===== src/rtl/billiard_pkg.sv =====
// Shared billiard types: ball/hole identifiers, pocket FSM states and a
// lowest-set-hole priority helper used by the overlap bookkeeping.
package billiard_pkg;

  localparam int MAX_BALLS = 16;
  localparam int MAX_HOLES = 8;

  typedef logic [$clog2(MAX_BALLS)-1:0] ball_id_t;  // 4 bits
  typedef logic [$clog2(MAX_HOLES)-1:0] hole_id_t;  // 3 bits

  typedef enum logic [1:0] {
    ST_IDLE   = 2'd0,
    ST_SCAN   = 2'd1,
    ST_REPORT = 2'd2
  } pocket_state_t;

  // Index of the lowest set bit of a hole request vector (0 when none set).
  function automatic hole_id_t lowest_hole(input logic [MAX_HOLES-1:0] req);
    hole_id_t id;
    id = '0;
    for (int h = MAX_HOLES - 1; h >= 0; h--) begin
      if (req[h]) begin
        id = hole_id_t'(h);
      end else begin
        id = id;
      end
    end
    return id;
  endfunction

endpackage


===== src/rtl/overlap_counter.sv =====
// Per-ball overlap bookkeeping: a saturating live pixel counter with a
// first-hole latch, plus shadow copies taken at the frame snapshot.
module overlap_counter
  import billiard_pkg::*;
#(
  parameter int CNT_W = 8
) (
  input  logic             clk,
  input  logic             reset,
  input  logic             sof_i,          // frame start: live state restarts
  input  logic             snap_i,         // frame start accepted: copy to shadow
  input  logic             hit_i,          // this ball overlaps some hole now
  input  hole_id_t         hole_i,         // lowest overlapping hole this pixel
  output logic [CNT_W-1:0] shadow_cnt_o,
  output hole_id_t         shadow_hole_o
);

  localparam logic [CNT_W-1:0] CNT_ONE = CNT_W'(1);
  localparam logic [CNT_W-1:0] CNT_MAX = '1;

  logic [CNT_W-1:0] live_cnt_q, live_cnt_d;
  hole_id_t         live_hole_q, live_hole_d;
  logic [CNT_W-1:0] shadow_cnt_q, shadow_cnt_d;
  hole_id_t         shadow_hole_q, shadow_hole_d;

  // Next-state for the live counter, hole latch and shadow copy.
  always_comb begin
    live_cnt_d    = live_cnt_q;
    live_hole_d   = live_hole_q;
    shadow_cnt_d  = shadow_cnt_q;
    shadow_hole_d = shadow_hole_q;

    if (snap_i) begin
      shadow_cnt_d  = live_cnt_q;
      shadow_hole_d = live_hole_q;
    end else begin
      shadow_cnt_d  = shadow_cnt_q;
      shadow_hole_d = shadow_hole_q;
    end

    if (sof_i) begin
      // An overlap on the frame-start pixel already belongs to the new frame.
      if (hit_i) begin
        live_cnt_d  = CNT_ONE;
        live_hole_d = hole_i;
      end else begin
        live_cnt_d  = '0;
        live_hole_d = '0;
      end
    end else if (hit_i) begin
      // A zero count means this is the first overlap of the frame.
      if (live_cnt_q == '0) begin
        live_hole_d = hole_i;
      end else begin
        live_hole_d = live_hole_q;
      end
      if (live_cnt_q != CNT_MAX) begin
        live_cnt_d = live_cnt_q + CNT_ONE;
      end else begin
        live_cnt_d = live_cnt_q;
      end
    end else begin
      live_cnt_d  = live_cnt_q;
      live_hole_d = live_hole_q;
    end
  end

  // Register bank with synchronous reset.
  always_ff @(posedge clk) begin
    if (reset) begin
      live_cnt_q    <= '0;
      live_hole_q   <= '0;
      shadow_cnt_q  <= '0;
      shadow_hole_q <= '0;
    end else begin
      live_cnt_q    <= live_cnt_d;
      live_hole_q   <= live_hole_d;
      shadow_cnt_q  <= shadow_cnt_d;
      shadow_hole_q <= shadow_hole_d;
    end
  end

  assign shadow_cnt_o  = shadow_cnt_q;
  assign shadow_hole_o = shadow_hole_q;

endmodule


===== src/rtl/pocket_detector.sv =====
// Pocket detector: accumulates ball/hole overlap per frame, then scans the
// frame's totals and reports each newly pocketed ball over valid/ready.
module pocket_detector
  import billiard_pkg::*;
#(
  parameter int NUM_BALLS = 16,
  parameter int NUM_HOLES = 6,
  parameter int CNT_W     = 8,
  parameter int THRESH    = 20
) (
  input  logic                 clk,
  input  logic                 reset,
  input  logic                 startOfFrame,
  input  logic [NUM_BALLS-1:0] ballDrawingRequest,
  input  logic [NUM_HOLES-1:0] holeDrawingRequest,
  input  logic                 pocketReady,
  input  logic [NUM_BALLS-1:0] clearPocketed,
  output logic                 pocketValid,
  output ball_id_t             pocketBallId,
  output hole_id_t             pocketHoleId,
  output logic [NUM_BALLS-1:0] pocketedMask,
  output logic                 frameOverrun
);

  localparam ball_id_t         LAST_IDX = ball_id_t'(NUM_BALLS - 1);
  localparam logic [CNT_W-1:0] THR      = CNT_W'(THRESH);

  logic [MAX_HOLES-1:0] hole_pad_s;
  logic                 any_hole_s;
  hole_id_t             low_hole_s;
  logic                 snap_s;

  logic [CNT_W-1:0] shadow_cnt_s  [NUM_BALLS];
  hole_id_t         shadow_hole_s [NUM_BALLS];

  pocket_state_t        state_q, state_d;
  ball_id_t             idx_q, idx_d;
  logic                 valid_q, valid_d;
  ball_id_t             ball_id_q, ball_id_d;
  hole_id_t             hole_id_q, hole_id_d;
  logic [NUM_BALLS-1:0] mask_q, mask_d;
  logic [NUM_BALLS-1:0] set_mask_s;
  logic                 overrun_q, overrun_d;

  assign hole_pad_s = MAX_HOLES'(holeDrawingRequest);
  assign any_hole_s = |holeDrawingRequest;
  assign low_hole_s = lowest_hole(hole_pad_s);

  for (genvar b = 0; b < NUM_BALLS; b++) begin : g_ball
    overlap_counter #(.CNT_W(CNT_W)) u_cnt (
      .clk          (clk),
      .reset        (reset),
      .sof_i        (startOfFrame),
      .snap_i       (snap_s),
      .hit_i        (ballDrawingRequest[b] & any_hole_s),
      .hole_i       (low_hole_s),
      .shadow_cnt_o (shadow_cnt_s[b]),
      .shadow_hole_o(shadow_hole_s[b])
    );
  end

  // Scan/report FSM next state, handshake outputs and pocketed-mask update.
  always_comb begin
    state_d    = state_q;
    idx_d      = idx_q;
    valid_d    = valid_q;
    ball_id_d  = ball_id_q;
    hole_id_d  = hole_id_q;
    set_mask_s = '0;
    snap_s     = 1'b0;

    case (state_q)
      ST_IDLE: begin
        if (startOfFrame) begin
          snap_s  = 1'b1;
          state_d = ST_SCAN;
          idx_d   = '0;
        end else begin
          state_d = ST_IDLE;
        end
      end
      ST_SCAN: begin
        if ((shadow_cnt_s[idx_q] >= THR) && !mask_q[idx_q]) begin
          ball_id_d         = idx_q;
          hole_id_d         = shadow_hole_s[idx_q];
          set_mask_s[idx_q] = 1'b1;
          valid_d           = 1'b1;
          state_d           = ST_REPORT;
        end else if (idx_q == LAST_IDX) begin
          state_d = ST_IDLE;
        end else begin
          idx_d = idx_q + 4'd1;
        end
      end
      ST_REPORT: begin
        if (valid_q && pocketReady) begin
          valid_d = 1'b0;
          if (idx_q == LAST_IDX) begin
            state_d = ST_IDLE;
          end else begin
            idx_d   = idx_q + 4'd1;
            state_d = ST_SCAN;
          end
        end else begin
          state_d = ST_REPORT;
        end
      end
      default: begin
        state_d = ST_IDLE;
        valid_d = 1'b0;
      end
    endcase

    // A set in the same cycle as a clear wins.
    mask_d    = (mask_q & ~clearPocketed) | set_mask_s;
    overrun_d = startOfFrame && (state_q != ST_IDLE);
  end

  // FSM and output registers with synchronous reset.
  always_ff @(posedge clk) begin
    if (reset) begin
      state_q   <= ST_IDLE;
      idx_q     <= '0;
      valid_q   <= 1'b0;
      ball_id_q <= '0;
      hole_id_q <= '0;
      mask_q    <= '0;
      overrun_q <= 1'b0;
    end else begin
      state_q   <= state_d;
      idx_q     <= idx_d;
      valid_q   <= valid_d;
      ball_id_q <= ball_id_d;
      hole_id_q <= hole_id_d;
      mask_q    <= mask_d;
      overrun_q <= overrun_d;
    end
  end

  assign pocketValid  = valid_q;
  assign pocketBallId = ball_id_q;
  assign pocketHoleId = hole_id_q;
  assign pocketedMask = mask_q;
  assign frameOverrun = overrun_q;

endmodule

===== config.mk =====
export PLATFORM = sky130hd
export DESIGN_NAME = pocket_detector
export DESIGN_NICKNAME = d
export VERILOG_FILES = /design/src/rtl/billiard_pkg.sv /design/src/rtl/overlap_counter.sv /design/src/rtl/pocket_detector.sv
export SDC_FILE = /design/constraint.sdc
export NUM_CORES = 1
export LEC_CHECK = 0
export CORE_AREA = 2 2 198 200
export CTS_CLUSTER_DIAMETER = 50
export DETAILED_ROUTE_END_ITERATION = 12
export DIE_AREA = 0 0 200 202
export GPL_TIMING_DRIVEN = 0
export SYNTH_ARGS = -nofsm -noshare
export SYNTH_HDL_FRONTEND = slang
export SYNTH_SLANG_ARGS = --single-unit

===== constraint.sdc =====
create_clock -name clk -period 3.84 [get_ports clk]
set_input_delay 1.152 -clock clk [delete_from_list [all_inputs] [get_ports clk]]
set_output_delay 1.152 -clock clk [all_outputs]
set_load 0.005 [all_outputs]

==> out/summary.md, run 1 <==
The flow ran to the end, but the final reports show violations. The congestion estimate from routability-driven global placement came to 0.961. The first global-routing pass estimated 81600 um of wire. For the max-cap violation count, the log shows 1. STA classifies the critical path startpoint as an input port. Clock-pin slew was measured on the worst setup and hold paths at 0.06 ns. The final reports fail on max-capacitance violations, max-slew violations.

The initial utilization of the core area, before any placement, comes to 41.5%. The fraction of layout instances using a drive strength above 1 is 6.69%. The worst hold path passes through 2 cells. For the distinct cell type count of the synthesized netlist, the log shows 67.

For this design the ratio of total power to cell area is 455 nW/um2. Setup repair after global routing left no endpoint under its margin. Entering global routing, the biggest net connects 13 pins. Final-report max-slew violation count: 7. Global routing finished with a remaining overflow of 0. The number of antenna diodes in the final layout is 0. For hold timing, the worst endpoint is g_ball[7].u_cnt.shadow_cnt_o[7].

Walking the worst path, the cells encountered are clkdlybuf4s50_1, or4_1, or2_2, clkbuf_4, clkbuf_4, a31oi_2, a22oi_1, nor2_1. The leakage component of the power is 6.44 nW, and the post-route antenna net violation count is 0. Of the available clock period, the critical path in the final layout requires 96.4%. The floorplan has 72 rows. After detailed routing, the number of remaining DRC violations is 0. The setup slack of the most critical reg-to-reg path is 0.60 ns. TritonCTS built the clock tree. Yosys printed 0 warnings.

For this block, the via count after detailed routing is 14600. The destination of the worst register-to-register timing path was pocketHoleId[2]. The floorplan step set the die width to 200 um.

The cell sitting at the root of the clock tree is a clkbuf_16. A synthesized cell averages 8.41 um2. The worst path needs 3.70 ns of the cycle, external delays included. The chip height was 202 um.

The tools report the number of hold violations in the final report as 0. The count of flip-flops with a built-in enable after synthesis is 0. Derived from the worst setup path, the maximum achievable clock frequency is 270 MHz. The starting DRC count in detailed routing came out at 1326. At the end of the flow the core is filled with cells to 48.8%.

The slowest stage of the critical path is the or4_1 cell. The synthesized design contains 351 register bits. The worst setup path is captured at a flop. Dividing the detail-routed wire length by the instance count gives 21.7 um.

Cell count after synthesis: 1891. Between clock sinks in the finished design, the worst skew comes to 0.0125 ns. The number of gates on the worst path with buffers counted works out to 8. The startpoint of the tightest hold check path was g_ball[7].u_cnt.shadow_cnt_o[7]. Number of H-tree levels: 2. The kind of cell with the highest combined delay on the critical path was simple AND/OR/NAND/NOR gates.

For the worst-skew pair, the clock arrives at the later sink with an insertion delay of 0.56 ns. Buffers placed on the I/O ports in this run total 64. Actual transition at the worst max-transition pin: 1.53 ns.

Adding up every negative setup slack in the final design gives 0 ns. Compared with the post-synthesis result, the final layout area differs by 17.6%. The area enclosed by the die boundary was 40400 um2; the largest driver fanout on the critical path was 13. The total of endpoints with negative setup slack in the final report was 0; the initial antenna violation count was 0. The detailed-routing iteration count for the pre-antenna-repair pass was 5. The most frequently used flop master after synthesis is dfxtp_1. The vias per cell works out to 5.73.

Counting stages on the worst path, the most repeated cell is clkbuf_4. In this run the tightest slew margin relative to its limit is -2.21%. In this run the deepest clock path goes through 3 buffers. The tools report the netlist area before placement as 15900 um2.

Post-CTS timing repair inserted 0 buffers for setup. When the netlist entered floorplanning its net count stood at 1973. The tools report the sequential cell area fraction in the yosys report as 44.2%. STA puts the critical path data required time at 4.33 ns. The final net count was 2081; the worst supply voltage drop on vdd was 262 uV. The kind of critical path was input port to flop. Across every metal layer, demand over resource in global routing totals 27.2%.

The critical path contains buffers and inverters numbering 3 combined. Buffers inserted to repair hold after CTS numbered 0. The half-perimeter wire length after detailed placement is 40200 um. Peak per-stage delay on the critical path: 0.60 ns. The TritonCTS buffer count was 43; the arrival time of data at the critical path endpoint was 4.19 ns. For the via count of the first global-routing pass, the log shows 13200. The number of filler instances in the final layout came out at 3747. Proportion of register bits with asynchronous set or reset after synthesis: 0%. For the worst flop-to-flop path, the logic depth is 9.

In this run the critical register-to-register path is launched from idx_q[0]. The core region is 38300 um2. After detailed routing, the total wire length is 55300 um. The min-delay analysis places its worst path in the category flop to flop. For this design, the sink count on the clock tree is 351. In this run the count of I/O pins placed on the die edge is 67.
how the worst max path moves through the flow:
stage	end	from	slack (ns)
global route	g_ball[8].u_cnt.live_hole_q[1]	holeDrawingRequest[0]	0.03
finish	g_ball[2].u_cnt.live_hole_q[1]	holeDrawingRequest[0]	0.14
global placement	g_ball[2].u_cnt.live_hole_q[1]	holeDrawingRequest[0]	-1.52
detailed placement	g_ball[2].u_cnt.live_hole_q[1]	holeDrawingRequest[0]	-1.53
CTS	g_ball[2].u_cnt.live_hole_q[1]	holeDrawingRequest[0]	0.01
floorplan	g_ball[11].u_cnt.live_cnt_q[7]	holeDrawingRequest[0]	0.74
tightest hold or removal path, cell delays in order (launching register included):
cell     delay, ns
dfxtp_1       0.31
nand2_1       0.05
a21oi_1       0.05
cells in the final DEF (no fill, tap or decap), drive strengths merged, types with 23 or more instances in the layout:
cell type	Yosys	layout
nor3	42	42
xor2	69	69
and3	45	45
buf	26	23
mux4	28	28
dfxtp	351	351
mux2i	24	24
nor2	218	218
inv	55	56
ha	40	40
clkbuf	98	160
nand2	325	325
clkdlybuf4s50	0	64
or3	24	24
nand4	38	38
o21ai	49	49
a21oi	200	200
a22oi	35	35
final cells by class:
class	count	area, um2	area share, %
multi-input combinational	1360	8180	43.8
sequential	351	7030	37.6
clock buffer	62	1270	6.79
tap	518	648	3.47
timing repair buffer	64	641	3.43
buffer	123	539	2.88
inverter	56	210	1.12
clock inverter	16	179	0.957
through the flow:
step | cell area, um2 | cells | setup WS, ns | power (mW) | hold WS [ns]
global route | 18700 | 2550 | 0.0347 | 8.76 | 0.464
finish | 18700 | 2550 | 0.138 | 8.52 | 0.453
global placement | 17200 | 2473 | -1.52 | 4.43 | 0.441
CTS | 18700 | 2551 | 0.0135 | 8.54 | 0.453
detailed placement | 17200 | 2473 | -1.53 | 4.43 | 0.444
floorplan | 15900 | 1891 | 0.736 | 4.16 | 0.431
registers in the layout, summed over array words and instances (netlist names):
register                    count
g_ball.u_cnt.live_cnt_q       128
g_ball.u_cnt.shadow_cnt_o      96
g_ball.u_cnt.live_hole_q       48
g_ball.u_cnt.shadow_hole_o     48
pocketedMask                   16
idx_q                           4
pocketBallId                    4
pocketHoleId                    3
state_q                         2
frameOverrun                    1
pocketValid                     1
synth_stat cells, types with 16 or more instances:
cell type	instances	area share, %
dfxtp_1	351	44
nand2_1	325	7.7
nor2_1	218	5.1
a21oi_1	200	6.3
clkbuf_1	98	2.3
xor2_1	69	3.8
inv_1	54	1.3
o21ai_0	49	1.5
and3_1	45	1.8
nor3_1	42	1.3
ha_1	40	3.1
nand4_1	38	1.5
a22oi_1	35	1.7
mux2i_1	24	1.5
mux4_2	24	3.4
or3_1	24	0.94
a32oi_1	19	1.0
nor2b_1	19	0.75
nor4b_1	16	0.88
what timing repair did:
item,in CTS,in global routing
resized for setup,13,3
setup endpoints to repair,72,40
pin swaps,0,0
power breakdown:
| part | internal [mW] | switching [mW] | total (mW) |
|---|---|---|---|
| Clock | 2.51 | 1.64 | 4.14 |
| Combinational | 0.190 | 0.462 | 0.652 |
| Sequential | 3.68 | 0.0377 | 3.72 |
| Total | 6.38 | 2.14 | 8.52 |
cell families (layout without fill, tap and decap cells):
kind of cell | Yosys count | count (layout) | synth area share, %
compound gates | 384 | 384 | 14.6
xor+xnor | 72 | 72 | 3.97
fa+ha+maj | 40 | 40 | 3.15
buf+inv | 180 | 321 | 4.59
flops | 351 | 351 | 44.2
mux | 56 | 56 | 5.85
simple gates | 808 | 808 | 23.6
routing by layer:
metal	up-vias	global-route usage [%]	share of wire, %
met5	-	0	0
met4	0	11.2	3.7
met3	95	3.70	6.7
met2	546	43.3	45
met1	7166	36.9	44
li1	6798	-	-
(Power assumes the default switching activity.)
==> run 2, diff against run 1 <==
--- a/config.mk
+++ b/config.mk
@@ -5,11 +5,12 @@
 export SDC_FILE = /design/constraint.sdc
 export NUM_CORES = 1
 export LEC_CHECK = 0
-export CORE_AREA = 2 2 198 200
+export CORE_AREA = 2 2 141 281
 export CTS_CLUSTER_DIAMETER = 50
 export DETAILED_ROUTE_END_ITERATION = 12
-export DIE_AREA = 0 0 200 202
+export DIE_AREA = 0 0 143 283
 export GPL_TIMING_DRIVEN = 0
+export RECOVER_POWER = 100
 export SYNTH_ARGS = -nofsm -noshare
 export SYNTH_HDL_FRONTEND = slang
 export SYNTH_SLANG_ARGS = --single-unit
==> constraint.sdc (replaced) <==
create_clock -name clk -period 4.2 [get_ports clk]
set_input_delay 1.26 -clock clk [delete_from_list [all_inputs] [get_ports clk]]
set_output_delay 1.26 -clock clk [all_outputs]
set_load 0.005 [all_outputs]
==> out/summary.md, run 2 (synthesis gave the netlist of run 1 again) <==
The run finished with clean final reports. Via count of the first global-routing pass: 13500 (+2.5%). The largest driver fanout on the critical path came out at 10 (-3). The initial antenna violation count is 1 (+1). Chip width: 143 um (-28%). The DRC violation count after routing is 0 (unchanged). The count of inserted antenna diode cells was 0 (unchanged); the starting density of the core was 41.4% (-0.14 points). The tools report the number of standard-cell rows in the floorplan as 102 (+42%). The tools report the leakage component of the power as 6.45 nW (+0.12%).

The count of vias placed by the detailed router is 14100 (-3.3%). The chip height is 283 um (+40%), and the final-report max-slew violation count is 0 (-7). The run gives 0 (unchanged) as the post-route antenna net violation count. The half-perimeter wire length after detailed placement came out at 40000 um (-0.35%).

The library cell used most frequently in the layout, excluding fill and tap cells, is dfxtp_1. The logs give 5 (unchanged) for the detailed-routing iteration count for the pre-antenna-repair pass and 1.02 (+6.3%) for the final weighted congestion in routability-driven placement. The insertion delay to the later sink of the worst-skew pair is 0.55 ns (about the same), and the worst relative slew slack is 7.62% (+9.8 points). The number of clock sinks came out at 351 (unchanged).

The number of hold violations in the final report is 0 (unchanged), and the clock-pin slew on the worst setup and hold paths is 0.07 ns (about the same). Library cell used as clock root buffer: clkbuf_16. For the tightest hold margin, the log shows 0.447 ns (-0.00672 ns). The aggregate global routing overflow is 0 (unchanged). More flip-flops sit in one register than any other, and that register is g_ball.u_cnt.live_cnt_q.

For the worst supply voltage drop on vdd, the log shows 432 uV (+65%). The tools report the pin count of the biggest net entering global routing as 15 (+2). The tools report the total of endpoints with negative setup slack in the final report as 0 (unchanged).

The kind of capture point of the worst setup path was a flop. The tools report the number of I/O pins as 67 (unchanged). For the hold-fix buffer count after cts, the log shows 0 (unchanged).

The setup slack of the most critical reg-to-reg path was 0.20 ns (-0.40 ns); the starting DRC count in detailed routing was 1127 (-15%). The logs give 2 (unchanged) for the number of H-tree levels and 54600 um (-1.3%) for the total length of routed wires. The maximum clock path buffer count came out at 3 (unchanged). The fraction of layout instances using a drive strength above 1 was 5.84% (-0.85 points); the area enclosed by the die boundary was 40500 um2 (+0.17%). The number of flip-flops in the largest register was 128 (unchanged); the arrival time of data at the critical path endpoint was 4.57 ns (+0.38 ns). After layout, the minimum clock period comes to 4.11 ns. The critical path is of the input port to flop type. From synthesis to final layout, the design area changed by 16.3%. The worst setup path is launched from an input port.

The count of buffers inserted at the top-level ports is 64 (unchanged), and the vias per cell is 5.56 (-2.9%). The global router's overall resource usage is 26.9% (-0.25 points), and the area of the core region is 38400 um2 (+0.33%). The post-route total power was 7.53 mW (-12%). The max-cap violation count was 0 (-1).

The TritonCTS buffer count is 37 (-14%). Setup repair after global routing left no endpoint under its margin. The average routed wire per standard cell works out to 21.5 um (-0.84%). The sum of negative setup slack was 0 ns (unchanged); the core utilization of the finished layout was 48.2% (-0.67 points). The library cells used most frequently in the layout, excluding fill and tap cells, are 351 x dfxtp_1, 325 x nand2_1, 218 x nor2_1, 200 x a21oi_1, 104 x clkbuf_1. The power per cell area is 407 nW/um2 (-11%). The final net count is 2076 (-0.24%), and the final clock skew is 0.0171 ns (+0.00464 ns).

For this run, the top clock speed supported by timing is 243 MHz. The wire length of the first global-routing pass was 82400 um (+0.97%); the final cycle utilization of the critical path was 97.8%. TritonCTS built the clock tree. In this run the worst hold path is classified as flop to flop.

The actual transition at the worst max-transition pin works out to 1.38 ns (-0.155 ns). The tools report the critical path required time as 4.66 ns (+0.33 ns).
run 2: final timing paths:
path / start / end / depth (start not counted)
setup / recovery: holeDrawingRequest[0] / g_ball[9].u_cnt.live_hole_q[2] / 9
hold / removal: g_ball[5].u_cnt.live_hole_q[2] / g_ball[5].u_cnt.shadow_hole_o[2] / 2
setup reg to reg: idx_q[0] / pocketedMask[10] / 12
hold reg to reg: g_ball[5].u_cnt.live_hole_q[2] / g_ball[5].u_cnt.shadow_hole_o[2] / 2
run 2: power by group:
| group | internal [mW] | switching, mW | leakage (nW) | total, mW |
|---|---|---|---|---|
| combinational | 0.170 | 0.413 | 2.97 | 0.583 |
| clock | 2.16 | 1.38 | 0.644 | 3.55 |
| sequential | 3.37 | 0.0343 | 2.84 | 3.40 |
run 2: cell type report:
class                           count  area [um2]
Fill cell                        3796       19900
Multi-Input combinational cell   1360        8140
Sequential cell                   351        7030
Clock buffer                       54        1120
Tap cell                          520         651
Timing Repair Buffer               64         641
Buffer                            124         524
Inverter                           56         210
Clock inverter                     10         186
run 2: worst max-delay path, cell delays in order:
cell	delay, ns
clkdlybuf4s50_1	0.45
or4_1	0.60
or2_1	0.47
buf_2	0.38
clkbuf_4	0.34
clkbuf_2	0.34
a41oi_1	0.43
a22oi_1	0.15
nor2_1	0.13
run 2: through the flow:
| stage | area, um2 | worst slack, ns | cells |
|---|---|---|---|
| after floorplan | 15900 | 0.988 | 1891 |
| after global placement | 17200 | -1.16 | 2475 |
| after detailed placement | 17200 | -1.16 | 2475 |
| after CTS | 18500 | 0.0944 | 2539 |
| after global routing | 18500 | 0.0236 | 2539 |
| final | 18500 | 0.0921 | 2539 |
run 2: layer usage:
metal | vias up | track usage, % | routed length, um
met4 | 0 | 15.0 | 3520
met2 | 448 | 44.8 | 26100
met1 | 6736 | 33.2 | 22000
met5 | - | 0 | 0
met3 | 141 | 3.48 | 2960
li1 | 6798 | - | -
run 2: timing repair:
item | in CTS | in global routing
hold endpoints to repair | 0 | 0
endpoints found under the setup margin | 64 | 4
setup buffers | 0 | 0
gates resized for setup | 7 | 2
